--- src/rtl/cpu_pkg.sv ---
// Shared CPU front-end definitions: default bus/field widths and the
// assembler state encoding used by the opcode queue.
package cpu_pkg;

  localparam int DEF_WORD_W  = 16;
  localparam int DEF_DEPTH   = 4;
  localparam int DEF_INSTR_W = 8;
  localparam int DEF_SEL_W   = 2;
  localparam int DEF_FLAG_W  = 4;
  localparam int DEF_EXT_BIT = 0;

  typedef enum logic [0:0] {
    ASM_IDLE     = 1'b0,
    ASM_WAIT_IMM = 1'b1
  } asm_state_e;

endpackage

--- src/rtl/opcode_fifo_mem.sv ---
// Entry storage for the opcode queue: register array with one write port and
// an asynchronous read of the head entry. Only the pointers are reset.
module opcode_fifo_mem #(
  parameter int ENTRY_W = 33,
  parameter int DEPTH   = 4
) (
  input  logic               clk,
  input  logic               rst_n,
  input  logic               wr_en,
  input  logic [ENTRY_W-1:0] wr_data,
  input  logic               rd_en,
  input  logic               clear,
  output logic [ENTRY_W-1:0] rd_data
);

  localparam int PTR_W = $clog2(DEPTH);

  logic [ENTRY_W-1:0] mem_q [DEPTH];
  logic [PTR_W-1:0]   wr_ptr_q, wr_ptr_d;
  logic [PTR_W-1:0]   rd_ptr_q, rd_ptr_d;

  // DEPTH is a power of two, so plain increment wraps the pointers.
  always_comb begin
    wr_ptr_d = wr_ptr_q;
    rd_ptr_d = rd_ptr_q;
    if (clear) begin
      wr_ptr_d = '0;
      rd_ptr_d = '0;
    end else begin
      if (wr_en) wr_ptr_d = wr_ptr_q + PTR_W'(1);
      if (rd_en) rd_ptr_d = rd_ptr_q + PTR_W'(1);
    end
  end

  always_ff @(posedge clk or negedge rst_n) begin
    if (!rst_n) begin
      wr_ptr_q <= '0;
      rd_ptr_q <= '0;
    end else begin
      wr_ptr_q <= wr_ptr_d;
      rd_ptr_q <= rd_ptr_d;
    end
  end

  always_ff @(posedge clk) begin
    if (wr_en && !clear) mem_q[wr_ptr_q] <= wr_data;
  end

  assign rd_data = mem_q[rd_ptr_q];

endmodule

--- src/rtl/opcode_queue.sv ---
// Prefetch queue between bus fetch and control unit; pairs extended opcodes
// with their trailing immediate word before exposing them at the head.
module opcode_queue
  import cpu_pkg::*;
#(
  parameter int WORD_W  = DEF_WORD_W,
  parameter int DEPTH   = DEF_DEPTH,
  parameter int INSTR_W = DEF_INSTR_W,
  parameter int SEL_W   = DEF_SEL_W,
  parameter int FLAG_W  = DEF_FLAG_W,
  parameter int EXT_BIT = DEF_EXT_BIT,
  localparam int CNT_W  = $clog2(DEPTH + 1),
  localparam int ENTRY_W = 2 * WORD_W + 1
) (
  input  logic               CLK,
  input  logic               RST_N,
  input  logic               LOAD,
  input  logic [WORD_W-1:0]  DATA_BUS,
  output logic               READY,
  input  logic               FLUSH,
  input  logic               NEXT,
  output logic               VALID,
  output logic [INSTR_W-1:0] INSTRUCTION,
  output logic [SEL_W-1:0]   DST_SELECTION,
  output logic [SEL_W-1:0]   SRC_SELECTION,
  output logic [FLAG_W-1:0]  FLAG,
  output logic               HAS_IMM,
  output logic [WORD_W-1:0]  IMMEDIATE,
  output logic [CNT_W-1:0]   COUNT
);

  asm_state_e          state_q, state_d;
  logic [WORD_W-1:0]   staging_q, staging_d;
  logic [CNT_W-1:0]    count_q, count_d;

  logic                ready;
  logic                valid;
  logic                accept;
  logic                push;
  logic                pop;
  logic [ENTRY_W-1:0]  push_entry;
  logic [ENTRY_W-1:0]  head_entry;
  logic [WORD_W-1:0]   head_word;
  logic [WORD_W-1:0]   head_imm;
  logic                head_has_imm;

  assign ready  = (count_q < CNT_W'(DEPTH));
  assign valid  = (count_q != '0);
  assign accept = LOAD && ready && !FLUSH;
  assign pop    = NEXT && valid && !FLUSH;

  // The second word of an extended instruction is always the immediate,
  // whatever its flag bits say.
  always_comb begin
    state_d    = state_q;
    staging_d  = staging_q;
    push       = 1'b0;
    push_entry = {DATA_BUS, {WORD_W{1'b0}}, 1'b0};
    if (FLUSH) begin
      state_d   = ASM_IDLE;
      staging_d = '0;
    end else if (accept) begin
      case (state_q)
        ASM_IDLE: begin
          if (DATA_BUS[EXT_BIT]) begin
            staging_d = DATA_BUS;
            state_d   = ASM_WAIT_IMM;
          end else begin
            push = 1'b1;
          end
        end
        ASM_WAIT_IMM: begin
          push       = 1'b1;
          push_entry = {staging_q, DATA_BUS, 1'b1};
          staging_d  = '0;
          state_d    = ASM_IDLE;
        end
        default: state_d = ASM_IDLE;
      endcase
    end
  end

  always_comb begin
    count_d = count_q;
    if (FLUSH) begin
      count_d = '0;
    end else begin
      count_d = count_q + CNT_W'(push) - CNT_W'(pop);
    end
  end

  always_ff @(posedge CLK or negedge RST_N) begin
    if (!RST_N) begin
      state_q   <= ASM_IDLE;
      staging_q <= '0;
      count_q   <= '0;
    end else begin
      state_q   <= state_d;
      staging_q <= staging_d;
      count_q   <= count_d;
    end
  end

  opcode_fifo_mem #(
    .ENTRY_W (ENTRY_W),
    .DEPTH   (DEPTH)
  ) u_mem (
    .clk     (CLK),
    .rst_n   (RST_N),
    .wr_en   (push),
    .wr_data (push_entry),
    .rd_en   (pop),
    .clear   (FLUSH),
    .rd_data (head_entry)
  );

  assign head_word    = head_entry[ENTRY_W-1 -: WORD_W];
  assign head_imm     = head_entry[WORD_W:1];
  assign head_has_imm = head_entry[0];

  // Head storage may be stale or uninitialised while empty, so every field is gated.
  always_comb begin
    INSTRUCTION   = '0;
    DST_SELECTION = '0;
    SRC_SELECTION = '0;
    FLAG          = '0;
    HAS_IMM       = 1'b0;
    IMMEDIATE     = '0;
    if (valid) begin
      INSTRUCTION   = head_word[WORD_W-1 -: INSTR_W];
      DST_SELECTION = head_word[FLAG_W+2*SEL_W-1 -: SEL_W];
      SRC_SELECTION = head_word[FLAG_W+SEL_W-1 -: SEL_W];
      FLAG          = head_word[FLAG_W-1:0];
      HAS_IMM       = head_has_imm;
      IMMEDIATE     = head_has_imm ? head_imm : '0;
    end
  end

  assign READY = ready;
  assign VALID = valid;
  assign COUNT = count_q;

endmodule

--- config.mk ---
export PLATFORM = sky130hd
export DESIGN_NAME = opcode_queue
export DESIGN_NICKNAME = d
export VERILOG_FILES = /design/src/rtl/cpu_pkg.sv /design/src/rtl/opcode_fifo_mem.sv /design/src/rtl/opcode_queue.sv
export SDC_FILE = /design/constraint.sdc
export NUM_CORES = 1
export LEC_CHECK = 0
export BUFFER_PORTS_ARGS = -buffer_cell sky130_fd_sc_hd__buf_2
export CAP_MARGIN = 20
export CORE_ASPECT_RATIO = 0.75
export CORE_UTILIZATION = 45
export CTS_CLUSTER_DIAMETER = 100
export DETAILED_ROUTE_END_ITERATION = 8
export GPL_TIMING_DRIVEN = 0
export HOLD_SLACK_MARGIN = 0.03
export PLACE_DENSITY = 0.73
export SETUP_SLACK_MARGIN = 0.2
export SYNTH_ARGS = -nofsm -noshare
export SYNTH_HDL_FRONTEND = slang
export SYNTH_SLANG_ARGS = --single-unit
--- constraint.sdc ---
create_clock -name CLK -period 3.14 [get_ports CLK]
set_input_delay 0.628 -clock CLK [delete_from_list [all_inputs] [get_ports CLK]]
set_output_delay 0.628 -clock CLK [all_outputs]
set_load 0.02 [all_outputs]
==> results of run 1 <==
## final timing paths
check	startpoint	end	cells past startpoint
max in group asynchronous	RST_N	COUNT[1]	1
worst max-delay path	u_mem.rd_ptr_q[1]	IMMEDIATE[11]	7
worst min register to register	staging_q[2]	staging_q[2]	1
worst min-delay path	RST_N	staging_q[1]	1
min in group CLK	DATA_BUS[5]	staging_q[5]	2
worst max register to register	COUNT[2]	COUNT[2]	10
## power groups by stage
stage	clock (W)	sequential, W	combinational (W)
after floorplan	0	0.00243	0.000907
after global placement	0	0.00243	0.00134
after detailed placement	0	0.00243	0.00137
after CTS	0.00202	0.00239	0.00138
after global routing	0.00210	0.00240	0.00149
final	0.00199	0.00239	0.00137
## worst max-delay path, cell delays in order, from the launching register on
cell and delay (ps):
dfrtp_1 360, buf_2 150, mux2i_1 130, or2_2 280
clkbuf_2 190, buf_2 230, o32ai_1 190, buf_2 240
## cells in the mapped netlist, drive strengths merged
| cell type | number | area share [%] |
|---|---|---|
| a211oi | 1 | 0.12 |
| a21o | 1 | 0.12 |
| a21oi | 4 | 0.37 |
| a22o | 15 | 2.0 |
| and2 | 36 | 3.5 |
| and2b | 1 | 0.12 |
| buf | 18 | 1.5 |
| clkbuf | 4 | 0.25 |
| dfrtp | 24 | 9.2 |
| edfxtp | 132 | 61 |
| fa | 1 | 0.31 |
| ha | 6 | 1.2 |
| inv | 7 | 0.40 |
| mux2 | 34 | 5.9 |
| mux2i | 17 | 2.6 |
| mux4 | 16 | 5.5 |
| nand2 | 20 | 1.2 |
| nand2b | 1 | 0.21 |
| nor2 | 6 | 0.35 |
| nor2b | 2 | 0.19 |
| nor3 | 2 | 0.23 |
| nor3b | 2 | 0.48 |
| o21ai | 2 | 0.15 |
| o31ai | 1 | 0.12 |
| o32ai | 16 | 2.2 |
| or2 | 2 | 0.19 |
| or3 | 2 | 0.19 |
| xnor2 | 1 | 0.13 |
| xor2 | 2 | 0.27 |
## layout make-up
class | instances | area, µm²
Fill cell | 1102 | 6205
Sequential cell | 156 | 4567
Multi-Input combinational cell | 191 | 1804
Clock buffer | 18 | 429.2
Timing Repair Buffer | 62 | 370.4
Tap cell | 175 | 219.0
Clock inverter | 14 | 148.9
Buffer | 22 | 118.9
Inverter | 7 | 26.28
## state kept, by name (all words and copies together), names as in the netlist
| signal | cells |
|---|---|
| u_mem.wr_ptr_q | 2 |
| u_mem.rd_ptr_q | 2 |
| staging_q | 16 |
| u_mem.mem_q | 132 |
| state_q | 1 |
| COUNT | 3 |
## per-layer routing
metal	up-vias	routed length, µm
met3	13	833
met5	-	0
met4	0	111
li1	1623	-
met2	131	6099
met1	1820	6227
## cells by family after synthesis
| kind of cell | after synthesis | share of synthesized area (%) |
|---|---|---|
| buffers and inverters | 29 | 2.176 |
| adders and majority gates | 7 | 1.463 |
| muxes | 67 | 14.05 |
| xor gates and xnor gates | 3 | 0.4044 |
| AOI/OAI and AO/OA | 40 | 5.044 |
| DFF | 156 | 70.23 |
| and+or+nand+nor | 74 | 6.623 |
## metrics by stage
step,setup TNS (ps),power [W],hold slack [ps],utilization [%]
after CTS,0,0.005787,209.1,55.24
after detailed placement,0,0.003800,484.9,51.07
final,0,0.005752,195.2,55.32
after global placement,-28050,0.003763,481.8,50.46
after floorplan,0,0.003341,332.4,-
after global routing,0,0.005993,228.9,55.32
## timing repair
action	CTS	global route
pin swaps	0	0
gates resized for setup	2	7
endpoints found under the setup margin	13	12
==> results.sh, run 1 <==
export IMPL_design_core_area_um2=13890
export IMPL_post_route_period_util_pct=89.71
export IMPL_antenna_found_initial=0
export IMPL_period_needed_ps=2817
export IMPL_grtUsageMet2_pct=29.57
export IMPL_switchingPower_w=0.001763
export IMPL_syn_area_per_cell_um2=17.28
export IMPL_clkSinkCount=156
export IMPL_crit_required_ps=2510
export IMPL_min_path_type="in -> async"
export IMPL_ys_seq_elements=156
export IMPL_dieArea_um2=14930
export IMPL_ioPinCount=59
export IMPL_cts_tree="built"
export IMPL_instances_no_fill=645
export IMPL_crit_type="reg -> out"
export IMPL_syn_area_um2=6499
export IMPL_fin_ws_ps=323.1
export IMPL_p_int_w=0.003989
export IMPL_crit_fanout=10
export IMPL_die_h_um=106.1
export IMPL_placed_area_um2=7093
export IMPL_grt_pass1_vias=3763
export IMPL_final_area_um2=7684
export IMPL_use_met3_pct=5.901
export IMPL_place_worst_setup_slack_ps=283.3
export IMPL_fin_worst_skew_ps=8.126
export IMPL_post_drt_via_cell_ratio=5.561
export IMPL_drtIter0Drc=240
export IMPL_dp_cells=613
export IMPL_gp_congestion=0.7411
export IMPL_p_sw_share_pct=30.65
export IMPL_crit_arrival_ps=2190
export IMPL_finalWirelength_um=13270
export IMPL_numPortBuffers=58
export IMPL_grt_pass1_wl_um=21140
export IMPL_use_met1_pct=27.54
export IMPL_drv_slew=0
export IMPL_seqPwrFrac_pct=41.6
export IMPL_max_vdd_ir_drop_mv=0.4515
export IMPL_grt_max_degree=30
export IMPL_track_usage_pct=19.61
export IMPL_synthCells=376
export IMPL_cp_start_kind="flip-flop"
export IMPL_clk_pin_slew_worst_paths_ps=60
export IMPL_fin_nets=485
export IMPL_dr_total_vias=3587
export IMPL_mostFrequentLayoutCells="edfxtp_1 (132), buf_2 (72), mux2_2 (34), and2_1 (32), dfrtp_1 (22)"
export IMPL_power_frac_comb_pct=23.8
export IMPL_worstMarginPinSlew_ps=685.6
export IMPL_clkPwrFrac_pct=34.6
export IMPL_die_w_um=140.8
export IMPL_num_rows=37
export IMPL_finalHoldViolCount=0
export IMPL_end_kind="output pin"
export IMPL_yosysWarnings=0
export IMPL_cellPowerDensity_nw_per_um2=748.6
export IMPL_clkLatencyLatePin_ps=430
export IMPL_route_detailed_drc=0
export IMPL_initial_core_util_pct=46.79
export IMPL_dp_hpwl_um=8998
export IMPL_htreeDepth=4
export IMPL_drv_cap=0
export IMPL_diodes=0
export IMPL_global_route_overflow_total=0
export IMPL_clockBufferDepth=2
export IMPL_relSlewSlack_pct=54.10
export IMPL_postCtsSetupRepairBufs=0
export IMPL_busiest_layer="met2"
export IMPL_clockRootBuffer="clkbuf_16"
export IMPL_drt_first_pass_iters=4
export IMPL_setup_viol=0
export IMPL_rsz0062_at_grt="no"
export IMPL_ys_types=36
export IMPL_cts_inserted_buffers=17
export IMPL_ant_nets=0
export IMPL_layout_commonest_cell="edfxtp_1"
export IMPL_wire_per_inst_um=20.58
export IMPL_reg2reg_setup_slack_ps=650
export IMPL_ys_seq_area_share_pct=70.23
export IMPL_p_leak_nw=2.829
export IMPL_area_growth_pct=18.23
export IMPL_fmax_mhz=355.0
export IMPL_synth_fp_nets=404
export IMPL_ctsHoldBuffers=0
export IMPL_layout_drive_gt1_share_pct=38.09
export IMPL_status="finished, final reports clean"
Power figures use the tool's default switching activity.
==> run 2: changes to the inputs <==
--- a/config.mk
+++ b/config.mk
@@ -8,6 +8,7 @@
 export BUFFER_PORTS_ARGS = -buffer_cell sky130_fd_sc_hd__buf_2
 export CAP_MARGIN = 20
 export CORE_ASPECT_RATIO = 0.75
+export CORE_MARGIN = 8
 export CORE_UTILIZATION = 45
 export CTS_CLUSTER_DIAMETER = 100
 export DETAILED_ROUTE_END_ITERATION = 8
@@ -15,6 +16,7 @@
 export HOLD_SLACK_MARGIN = 0.03
 export PLACE_DENSITY = 0.73
 export SETUP_SLACK_MARGIN = 0.2
+export SKIP_LAST_GASP = 1
 export SYNTH_ARGS = -nofsm -noshare
 export SYNTH_HDL_FRONTEND = slang
 export SYNTH_SLANG_ARGS = --single-unit
==> results.sh, run 2 (synthesis gave the netlist of run 1 again) <==
export IMPL_grt_max_degree=25
export IMPL_crit_chain="buf_2, clkbuf_4, clkbuf_2, o32ai_1, buf_4"
export IMPL_relSlewSlack_pct=62.36
export IMPL_regMostFlops="u_mem.mem_q"
export IMPL_rsz0062_at_grt="no"
export IMPL_num_rows=38
export IMPL_period_needed_ps=2853
export IMPL_setup_viol=0
export IMPL_fin_nets=485
export IMPL_antenna_found_initial=0
export IMPL_status="finished, final reports clean"
export IMPL_crit_family="buffers and inverters"
export IMPL_die_w_um=154.8
export IMPL_place_worst_setup_slack_ps=187.0
export IMPL_worstMarginPinSlew_ps=564.6
export IMPL_wire_per_inst_um=21.61
export IMPL_crit_fanout=10
export IMPL_drtIter0Drc=305
export IMPL_fmax_mhz=350.5
export IMPL_p_leak_nw=2.829
export IMPL_path_buf_inv=4
export IMPL_placed_area_um2=7124
export IMPL_ctsHoldBuffers=0
export IMPL_final_area_um2=7750
export IMPL_r2r_start="state_q"
export IMPL_clkLatencyLatePin_ps=410
export IMPL_numPortBuffers=58
export IMPL_largest_register_ffs=132
export IMPL_die_h_um=120.1
export IMPL_design_core_area_um2=14310
export IMPL_dp_hpwl_um=9490
export IMPL_drv_cap=0
export IMPL_grt_pass1_wl_um=22670
export IMPL_layout_commonest_cell="edfxtp_1"
export IMPL_mostFrequentLayoutCells="edfxtp_1 (132), buf_2 (68), mux2_2 (34), and2_1 (32), dfrtp_1 (22)"
export IMPL_crit_arrival_ps=2220
export IMPL_min_path_type="in -> async"
export IMPL_clkSinkCount=156
export IMPL_track_usage_pct=16.31
export IMPL_clockBufferDepth=2
export IMPL_cts_tree="built"
export IMPL_initial_core_util_pct=45.41
export IMPL_layout_drive_gt1_share_pct=37.23
export IMPL_fin_worst_skew_ps=6.285
export IMPL_ant_nets=0
export IMPL_gp_congestion=0.8433
export IMPL_dieArea_um2=18580
export IMPL_route_detailed_drc=0
export IMPL_finalWirelength_um=14500
export IMPL_drv_slew=0
export IMPL_cellPowerDensity_nw_per_um2=753.1
export IMPL_crit_path_max_incr_delay_ps=480
export IMPL_max_vdd_ir_drop_mv=0.4564
export IMPL_clk_pin_slew_worst_paths_ps=60
export IMPL_grt_pass1_vias=3863
export IMPL_area_growth_pct=19.25
export IMPL_cp_start_kind="flip-flop"
export IMPL_global_route_overflow_total=0
export IMPL_clockRootBuffer="clkbuf_16"
export IMPL_cts_inserted_buffers=17
export IMPL_post_drt_via_cell_ratio=5.499
export IMPL_reg2reg_setup_slack_ps=660
export IMPL_post_route_period_util_pct=90.85
export IMPL_ioPinCount=59
export IMPL_finalHoldViolCount=0
export IMPL_htreeDepth=4
export IMPL_rr_endpoint="COUNT[2]"
export IMPL_crit_required_ps=2510
export IMPL_dr_total_vias=3690
export IMPL_worstRegToRegCells=10
export IMPL_end_kind="output pin"
export IMPL_drt_first_pass_iters=4
export IMPL_cp_slowest_cell="o32ai_1"
export IMPL_crit_type="reg -> out"
export IMPL_fin_ws_ps=287.3
run 2: cell count changes in the layout (fill, tap and decap cells not counted), sizes merged:
cell	before	now
buf	80	78
diode	0	1
bufinv	1	3
clkinv	2	5
clkbuf	22	28
inv	16	7
run 2: area by class of cell:
cell class	count	area (µm²)
fillers	1136	6561
clock inverters	10	127.6
multi-input cells	191	1831
repair buffers	62	372.9
clock buffers	22	444.2
plain buffers	22	126.4
flip-flops and latches	156	4567
inverters	7	28.78
diodes	1	2.502
well taps	200	250.2
run 2: worst max-delay path by stage:
stage                            startpoint           endpoint  slack (ps)  cells after the start
after CTS                          COUNT[1]       IMMEDIATE[6]          90                      6
final                     u_mem.rd_ptr_q[0]       IMMEDIATE[4]         290                      5
after global placement                FLUSH  u_mem.mem_q[2][3]        -220                      4
after floorplan                 DATA_BUS[0]  u_mem.mem_q[0][0]         700                      3
after global routing      u_mem.rd_ptr_q[0]     INSTRUCTION[1]         210                      5
after detailed placement              FLUSH           COUNT[2]         190                     11
run 2: through the flow:
step | std cells | setup TNS [ps] | utilization, % | hold WS, ps | total power, W
2_1_floorplan | 376 | 0 | - | 332.4 | 0.003341
3_3_place_gp | 634 | -27210 | 49.19 | 452.2 | 0.003796
3_5_place_dp | 638 | 0 | 49.78 | 472.1 | 0.003826
4_1_cts | 670 | 0 | 53.79 | 213.8 | 0.005818
5_1_grt | 670 | 0 | 54.14 | 232.4 | 0.006061
6_report | 671 | 0 | 54.15 | 202.9 | 0.005836
run 2: per-layer routing:
metal  vias to the layer above  wire length [µm]  GRT usage [%]  part of all wire [%]
met5                         -                 0              0                     0
met4                         0               112          4.090                  0.77
met3                        12               921          5.136                   6.4
met2                       136              7004          25.72                    48
met1                      1924              6462          21.69                    45
li1                       1618                 -              -                     -
run 2: power breakdown:
part	internal [W]	leakage (nW)	total [W]	switching (W)
combinational	0.000545	0.999	0.00144	0.000894
sequential	0.00234	1.56	0.00240	0.0000525
clock	0.00124	0.273	0.00200	0.000762
run 2: repair_timing:
action	4_1_cts	5_1_grt
endpoints found under the setup margin	16	19
resized for setup	3	14
pin swaps	0	1
setup buffers	0	0
cloned	0	0
==> run 3: changes to the inputs <==
--- a/config.mk
+++ b/config.mk
@@ -9,12 +9,12 @@
 export CAP_MARGIN = 20
 export CORE_ASPECT_RATIO = 0.75
 export CORE_MARGIN = 8
-export CORE_UTILIZATION = 45
+export CORE_UTILIZATION = 50
 export CTS_CLUSTER_DIAMETER = 100
 export DETAILED_ROUTE_END_ITERATION = 8
 export GPL_TIMING_DRIVEN = 0
 export HOLD_SLACK_MARGIN = 0.03
-export PLACE_DENSITY = 0.73
+export PLACE_DENSITY = 0.71
 export SETUP_SLACK_MARGIN = 0.2
 export SKIP_LAST_GASP = 1
 export SYNTH_ARGS = -nofsm -noshare
==> results.sh, run 3 (synthesis gave the netlist of run 1 again) <==
export IMPL_status="finished, final reports clean"
export IMPL_mostFrequentLayoutCells="edfxtp_1 (132), buf_2 (71), mux2_2 (34), and2_1 (32), dfrtp_1 (22)"
export IMPL_worstRegToRegCells=10
export IMPL_dp_cells=609
export IMPL_final_area_um2=7746
export IMPL_placed_area_um2=7088
export IMPL_ant_nets=0
export IMPL_total_power_w=0.005953
export IMPL_cts_inserted_buffers=17
export IMPL_multiInputGateArea_um2=1819
export IMPL_clk_pin_slew_worst_paths_ps=60
export IMPL_clkSinkCount=156
export IMPL_crit_fanout=10
export IMPL_rsz0062_at_grt="no"
export IMPL_dieArea_um2=16940
export IMPL_max_vdd_ir_drop_mv=0.5675
export IMPL_n_fill_cell=993
export IMPL_die_w_um=147.6
export IMPL_drt_first_pass_iters=4
export IMPL_final_util_pct=60.34
export IMPL_grt_max_degree=31
export IMPL_crit_arrival_ps=2180
export IMPL_regMostFlops="u_mem.mem_q"
export IMPL_fin_nets=485
export IMPL_clkLatencyLatePin_ps=420
export IMPL_dr_total_vias=3608
export IMPL_num_rows=36
export IMPL_r2r_start="COUNT[2]"
export IMPL_diodes=0
export IMPL_fin_ws_ps=333.1
export IMPL_place_worst_setup_slack_ps=286.3
export IMPL_grt_pass1_wl_um=21320
export IMPL_period_needed_ps=2807
export IMPL_relSlewSlack_pct=59.95
export IMPL_drv_cap=0
export IMPL_grt_pass1_vias=3835
export IMPL_initial_core_util_pct=50.62
export IMPL_reg2reg_setup_slack_ps=670
export IMPL_layout_drive_gt1_share_pct=37.87
export IMPL_design_core_area_um2=12840
export IMPL_finalWirelength_um=13960
export IMPL_clockBufferDepth=2
export IMPL_end_kind="output pin"
export IMPL_cellPowerDensity_nw_per_um2=768.5
export IMPL_route_detailed_drc=0
export IMPL_post_route_period_util_pct=89.39
export IMPL_global_route_overflow_total=0
export IMPL_drv_slew=0
export IMPL_ioPinCount=59
export IMPL_antenna_found_initial=1
export IMPL_instances_no_fill=641
export IMPL_gp_congestion=0.7468
export IMPL_min_path_type="in -> async"
export IMPL_crit_required_ps=2510
export IMPL_dp_hpwl_um=9203
export IMPL_layout_commonest_cell="edfxtp_1"
export IMPL_drtIter0Drc=296
export IMPL_ctsHoldBuffers=0
export IMPL_track_usage_pct=16.97
export IMPL_finalHoldViolCount=0
export IMPL_post_drt_via_cell_ratio=5.629
export IMPL_die_h_um=114.7
export IMPL_clockRootBuffer="clkbuf_16"
export IMPL_p_leak_nw=2.845
export IMPL_worstMarginPinSlew_ps=600.7
export IMPL_rr_endpoint="COUNT[2]"
export IMPL_area_growth_pct=19.20
export IMPL_setup_viol=0
export IMPL_numPortBuffers=58
export IMPL_fin_worst_skew_ps=7.988
export IMPL_crit_type="reg -> out"
export IMPL_htreeDepth=4
export IMPL_cp_start_kind="flip-flop"
export IMPL_wire_per_inst_um=21.78
export IMPL_fmax_mhz=356.3
export IMPL_regArea_um2=4567
export IMPL_cts_tree="built"
export IMPL_largest_register_ffs=132
[run 3: changes by cell type in the layout (fill, tap and decap cells not counted), sizes merged]
cell	delta
clkbuf	-4
bufinv	+2
clkinvlp	+2
buf	+1
clkinv	-1
diode	-1
[run 3: critical path, cell delays in order (launching register included)]
cell and delay [ps]:
dfrtp_1 320, buf_2 240, buf_2 300, clkbuf_1 500
o32ai_1 210, buf_2 190
[run 3: per-stage QoR]
step | hold WS [ps] | setup TNS, ps
4_1_cts | 233.0 | 0
2_1_floorplan | 332.4 | 0
3_3_place_gp | 480.3 | -26350
5_1_grt | 271.0 | 0
6_report | 221.2 | 0
3_5_place_dp | 471.0 | 0
[run 3: how the worst max path moves through the flow]
stage,from,slack (ps),endpoint,cells after the start
floorplan,DATA_BUS[0],700,u_mem.mem_q[0][0],3
global placement,FLUSH,-230,u_mem.mem_q[1][25],4
detailed placement,FLUSH,290,COUNT[2],11
CTS,u_mem.rd_ptr_q[0],200,IMMEDIATE[2],6
global route,u_mem.rd_ptr_q[0],200,IMMEDIATE[11],5
finish,u_mem.rd_ptr_q[0],330,IMMEDIATE[6],5
[run 3: metal layers]
| layer | GRT usage (%) | vias to the layer above | part of all wire, % |
|---|---|---|---|
| li1 | - | 1621 | - |
| met5 | 0 | - | 0 |
| met3 | 5.073 | 8 | 5.3 |
| met1 | 21.99 | 1882 | 46 |
| met4 | 5.014 | 0 | 0.50 |
| met2 | 27.38 | 97 | 48 |
[run 3: area by class of cell]
cell class              instances  share of cell area [%]
repair buffers                 62                   4.781
flip-flops and latches        156                   58.96
inverters                       7                  0.3392
multi-input cells             191                   23.49
plain buffers                  22                   1.518
well taps                     171                   2.762
clock inverters                13                   2.568
clock buffers                  19                   5.589
[run 3: power breakdown]
| group | internal (W) | switching (W) | leakage [nW] |
|---|---|---|---|
| clock network | 0.00140 | 0.000777 | 0.296 |
| logic | 0.000526 | 0.000850 | 0.992 |
| registers | 0.00234 | 0.0000547 | 1.56 |
[run 3: timing repair]
item,CTS,global route
gates cloned,0,0
buffers inserted,0,0
setup endpoints to repair,11,16
gates resized for setup,2,6
